[src/rtl/mem_port_arbiter.sv]
// Shares one memory-controller command port between a write (pixel drain) and a
// read (host readout) requester; round-robin with urgency override and a write run cap.
module mem_port_arbiter #(
  parameter int unsigned ADDR_SHIFT = 3,
  parameter int unsigned MAX_WR_RUN = 4,
  parameter logic [2:0]  CMD_WR     = 3'b000,
  parameter logic [2:0]  CMD_RD     = 3'b001
) (
  input  logic        clk,
  input  logic        reset_n,
  input  logic        calib_done,
  input  logic        wr_req,
  input  logic [23:0] wr_addr,
  input  logic        wr_urgent,
  output logic        wr_ack,
  input  logic        rd_req,
  input  logic [23:0] rd_addr,
  output logic        rd_ack,
  output logic        cmd_en,
  output logic [2:0]  cmd_instr,
  output logic [29:0] cmd_addr,
  input  logic        cmd_full,
  output logic        busy,
  output logic [15:0] wr_count,
  output logic [15:0] rd_count
);

  localparam int unsigned      RUN_W   = $clog2(MAX_WR_RUN + 1);
  localparam logic [RUN_W-1:0] RUN_MAX = RUN_W'(MAX_WR_RUN);

  typedef enum logic [2:0] {
    S_IDLE  = 3'd0,
    S_ARB   = 3'd1,
    S_CMD   = 3'd2,
    S_ACK   = 3'd3,
    S_GUARD = 3'd4
  } state_t;

  state_t           r_state;
  state_t           w_next_state;
  logic             r_grant_wr;
  logic             r_rd_at_grant;
  logic [23:0]      r_addr;
  logic             r_last_wr;
  logic [RUN_W-1:0] r_run_cnt;
  logic [15:0]      r_wr_count;
  logic [15:0]      r_rd_count;
  logic             w_any_req;
  logic             w_grant_wr;
  logic [RUN_W-1:0] w_run_next;
  logic [29:0]      w_cmd_addr;

  assign w_any_req  = wr_req | rd_req;
  assign w_cmd_addr = 30'(r_addr) << ADDR_SHIFT;

  // State register
  always_ff @(posedge clk) begin
    if (!reset_n) begin
      r_state <= S_IDLE;
    end else begin
      r_state <= w_next_state;
    end
  end

  // Next-state logic; a stalled command waits on cmd_full indefinitely
  always_comb begin
    w_next_state = r_state;
    case (r_state)
      S_IDLE: begin
        if (calib_done && w_any_req) w_next_state = S_ARB;
        else                         w_next_state = S_IDLE;
      end
      S_ARB: begin
        if (w_any_req) w_next_state = S_CMD;
        else           w_next_state = S_IDLE;
      end
      S_CMD: begin
        if (!cmd_full) w_next_state = S_ACK;
        else           w_next_state = S_CMD;
      end
      S_ACK:   w_next_state = S_GUARD;
      S_GUARD: w_next_state = S_IDLE;
      default: w_next_state = S_IDLE;
    endcase
  end

  // Grant decision: lone requester wins, else urgency, run cap, then round-robin
  always_comb begin
    w_grant_wr = 1'b0;
    if (wr_req && !rd_req) begin
      w_grant_wr = 1'b1;
    end else if (!wr_req && rd_req) begin
      w_grant_wr = 1'b0;
    end else if (wr_urgent) begin
      w_grant_wr = 1'b1;
    end else if (r_run_cnt == RUN_MAX) begin
      w_grant_wr = 1'b0;
    end else begin
      w_grant_wr = ~r_last_wr;
    end
  end

  // A write with no competing read breaks the run; otherwise count up to the cap
  always_comb begin
    w_run_next = r_run_cnt;
    if (!r_rd_at_grant) begin
      w_run_next = {RUN_W{1'b0}};
    end else if (r_run_cnt == RUN_MAX) begin
      w_run_next = RUN_MAX;
    end else begin
      w_run_next = r_run_cnt + RUN_W'(1);
    end
  end

  // Grant latch and per-command bookkeeping, committed only when the ack goes out
  always_ff @(posedge clk) begin
    if (!reset_n) begin
      r_grant_wr    <= 1'b0;
      r_rd_at_grant <= 1'b0;
      r_addr        <= 24'h000000;
      r_last_wr     <= 1'b0;
      r_run_cnt     <= {RUN_W{1'b0}};
      r_wr_count    <= 16'h0000;
      r_rd_count    <= 16'h0000;
    end else begin
      if (r_state == S_ARB && w_any_req) begin
        r_grant_wr    <= w_grant_wr;
        r_rd_at_grant <= rd_req;
        r_addr        <= w_grant_wr ? wr_addr : rd_addr;
      end
      if (r_state == S_ACK) begin
        if (r_grant_wr) begin
          r_wr_count <= r_wr_count + 16'd1;
          r_last_wr  <= 1'b1;
          r_run_cnt  <= w_run_next;
        end else begin
          r_rd_count <= r_rd_count + 16'd1;
          r_last_wr  <= 1'b0;
          r_run_cnt  <= {RUN_W{1'b0}};
        end
      end
    end
  end

  // Outputs decoded from state; cmd_en follows cmd_full in the same cycle
  always_comb begin
    cmd_en    = 1'b0;
    cmd_instr = 3'b000;
    cmd_addr  = 30'h00000000;
    wr_ack    = 1'b0;
    rd_ack    = 1'b0;
    if (r_state == S_CMD) begin
      cmd_en    = ~cmd_full;
      cmd_instr = r_grant_wr ? CMD_WR : CMD_RD;
      cmd_addr  = w_cmd_addr;
    end else if (r_state == S_ACK) begin
      wr_ack = r_grant_wr;
      rd_ack = ~r_grant_wr;
    end else begin
      cmd_en = 1'b0;
    end
  end

  assign busy     = (r_state != S_IDLE);
  assign wr_count = r_wr_count;
  assign rd_count = r_rd_count;

endmodule

[config.mk]
export PLATFORM = sky130hd
export DESIGN_NAME = mem_port_arbiter
export DESIGN_NICKNAME = d
export VERILOG_FILES = /design/src/rtl/mem_port_arbiter.sv
export SDC_FILE = /design/constraint.sdc
export NUM_CORES = 1
export LEC_CHECK = 0
export ABC_AREA = 1
export BUFFER_PORTS_ARGS = -buffer_cell sky130_fd_sc_hd__buf_4
export CAP_MARGIN = 40
export CORE_ASPECT_RATIO = 1.2
export CORE_MARGIN = 2
export CORE_UTILIZATION = 50
export DETAILED_ROUTE_END_ITERATION = 12
export PLACE_DENSITY = 0.84
export SLEW_MARGIN = 20
export SYNTH_ARGS = -nofsm -noshare
export SYNTH_HDL_FRONTEND = slang
export SYNTH_SLANG_ARGS = --single-unit
[constraint.sdc]
create_clock -name clk -period 3.9 [get_ports clk]
set_input_delay 0.195 -clock clk [delete_from_list [all_inputs] [get_ports clk]]
set_output_delay 0.195 -clock clk [all_outputs]
set_load 0.02 [all_outputs]
==> summary.md <==
| Metric | Value |
|---|---|
| CP startpoint kind | flip-flop |
| Leak | 2.15 nW |
| Worst-Margin Slew | 0.863 ns |
| Period utilization | 61.3% |
| Synthesized instance count | 537 |
| Largest net degree at the start of global routing | 29 |
| ANT cells | 0 |
| Post-synth top cells | 107 x nand2_1, 87 x inv_1, 69 x nor2_1 |
| # placed instances | 719 |
| Post-CTS Setup Inserts | 0 |
| Vias per cell | 5.14 |
| GRT Util Overall | 23.3% |
| Vias | 3759 |
| Setup crit end kind | flip-flop |
| GPL Wtd Cong | 0.840 |
| Htree depth | 3 |
| WP data arrival | 2.63 ns |
| RSZ-0062 raised after global routing | no |
| Initial antenna violation count | 0 |
| Final Critical Period | 2.39 ns |
| Hold path cells | 5 |
| Post-Route WL | 9000 µm |
| Seq/Total Area, Yosys | 36.2% |
| Critical path type | flip-flop to flip-flop |
| Drt pass-1 iters | 5 |
| Die W | 81.4 µm |
| # port buffers | 115 |
| Area growth syn-to-layout | 27.6% |
| CTS tree | built |
| First-pass GRT wire length | 14800 µm |
| Core area | 6900 µm² |
| Status | finished clean |
| DRT met1 WL | 3740 µm |
| # setup viols final | 0 |
| Sink Count | 65 |
| Nets | 702 |
| Worst skew pair latency | 0.34 ns |
| Max Used Layer | met4 |
| Area of the mapped netlist | 3600 µm² |
| HP Start | rd_addr[2] |
| Flops & latches, synth | 65 |
| Layout cell share with drive strength beyond 1 | 25.9% |
| Average size of a mapped cell | 6.70 µm² |
| Peak VDD IR | 0.000176 V |
| Area leader, netlist | dfxtp_1 |
| Number of core rows | 33 |
| I/O pin total | 124 |
| R2r worst-path depth | 10 |
| CP max FO | 25 |
| Average wire per standard cell | 12.3 µm |
| CP required | 4.14 ns |
| Ys async rst share | 0% |
| Slew Viols, Final | 0 |
| Met2 Routed Length | 4380 µm |
| Pwr/cell area | 301 nW/µm² |
| Hold Buf Count CTS | 0 |
| Yosys warnings | 0 |
| DP Area | 4430 µm² |
| Max-cap violations | 0 |
| Count leader, synth | nand2_1 |
| 1st-iter DRT viols | 208 |
| Final Cell Area | 4590 µm² |
| Residual DRC count | 0 |
| WL met3 | 666 µm |
| Yosys cell types | 37 |
| Hold Crit Class | primary input to flip-flop |
| CP startpoint | r_run_cnt[0] |
| Synth area leaders | dfxtp_1 36%, nand2_1 11%, inv_1 9.1% |
| Setup TNS | 0 ns |
| Die height | 96.9 µm |
| Num CTS Buffers | 9 |
| Number of global-route vias before repair | 3463 |
| Clk Tree Root Cell | clkbuf_8 |
| FMAX | 418 MHz |
| Clock slew at reported path FFs | 0.07 ns |
| Worst R2R Start | r_run_cnt[0] |
| Die area | 7890 µm² |
| Antenna Nets Post-Route | 0 |
| Clk_skew | 0.0106 ns |
| Fin. Hold Viols | 0 |
| Maximum clock insertion buffer count | 2 |
| Top cell type's share of synthesized area | 36.2% |
| Number of synthesized flops with an enable pin | 0 |
| CTS resizes | 0 |
| Max_slew headroom | 42.5% |
| Congestion Overflow GR | 0 |
| Top_reg_cell synth | dfxtp_1 |
| Starting density of the core | 52.2% |
| Finished Layout Cells | 731 |
| DP HPWL | 6600 µm |
report_power, final:
group | switching (mW) | internal, mW | total, mW
clock | 0.238 | 0.250 | 0.488
sequential | 0.00958 | 0.686 | 0.696
combinational | 0.116 | 0.0803 | 0.196
layout make-up:
cell class | instances | area, µm²
clock buffer | 11 | 151
clock inverter | 1 | 5.00
fill | 611 | 2300
inverter | 91 | 344
multi-input combinational | 360 | 1810
sequential | 65 | 1300
tap | 87 | 109
timing repair buffer | 116 | 871
final timing paths:
| check | slack, ns | endpoint |
|---|---|---|
| worst max-delay path | 1.51 | r_addr[18] |
| worst min-delay path | 0.14 | r_addr[2] |
| worst max register to register | 1.51 | r_addr[18] |
| worst min register to register | 0.45 | r_rd_at_grant |
cells in the final DEF (no fill, tap or decap):
cell,Yosys,final
buf_4,10,116
nand2_1,107,107
inv_1,87,87
nor2_1,69,69
dfxtp_1,65,65
nand3_1,62,62
a21oi_1,33,33
a21oi_2,18,18
o21ai_0,14,14
clkbuf_8,0,11
nand4_1,9,9
conb_1,1,8
nor3_1,6,6
nor2_2,5,5
nor2_4,5,5
ha_1,4,4
nor3b_1,3,3
nand2_2,3,3
clkinv_1,2,2
nand2_4,2,2
nand4_4,1,1
inv_4,1,1
inv_2,1,1
or2_1,1,1
a211oi_1,1,1
nand3b_1,1,1
o211ai_1,1,1
nor2_8,1,1
nand3_4,1,1
xor2_1,1,1
o21bai_1,1,1
nand3_2,1,1
a31oi_1,1,1
o21a_1,1,1
clkinv_2,0,1
per-stage QoR:
step | power [mW] | setup WS, ns | util (%) | hold slack, ns
after detailed placement | 0.905 | 1.54 | 64.3 | 0.444
after floorplan | 0.842 | 2.44 | - | 0.386
after CTS | 1.39 | 1.48 | 66.6 | 0.137
after global routing | 1.44 | 1.29 | 66.6 | 0.160
final | 1.38 | 1.51 | 66.6 | 0.141
after global placement | 0.900 | 1.65 | 64.3 | 0.442
metal layers:
metal,GRT usage (%),vias to the layer above
li1,-,1878
met1,27.8,1702
met2,39.5,157
met3,4.76,22
met4,9.78,0
met5,0,-
registers in the layout, indices dropped and copies added, names as in the netlist:
signal         flops
wr_count          16
r_run_cnt          3
rd_count          16
r_addr            24
r_rd_at_grant      1
r_grant_wr         1
r_last_wr          1
r_state            3
kinds of logic after synthesis:
| kind of cell | count (synthesis) | share of synthesized area [%] |
|---|---|---|
| AO/OA/AOI/OAI | 70 | 11.9 |
| XOR/XNOR | 1 | 0.243 |
| adder cells (fa/ha/maj) | 4 | 1.39 |
| buffers and inverters | 119 | 14.3 |
| flip-flops | 65 | 36.2 |
| other | 1 | 0.104 |
| AND/OR/NAND/NOR | 277 | 35.9 |
critical path, stage by stage, from the launching register on:
cell and delay [ns]:
dfxtp_1 0.34, inv_1 0.07, ha_1 0.20, nand2_1 0.09, nand2_1 0.06, nand2_1 0.61, nand2_2 0.51, nand2_1 0.17
nand3_1 0.10, nand2_1 0.10, inv_1 0.04
No activity file was read; power rests on OpenSTA's default activity.
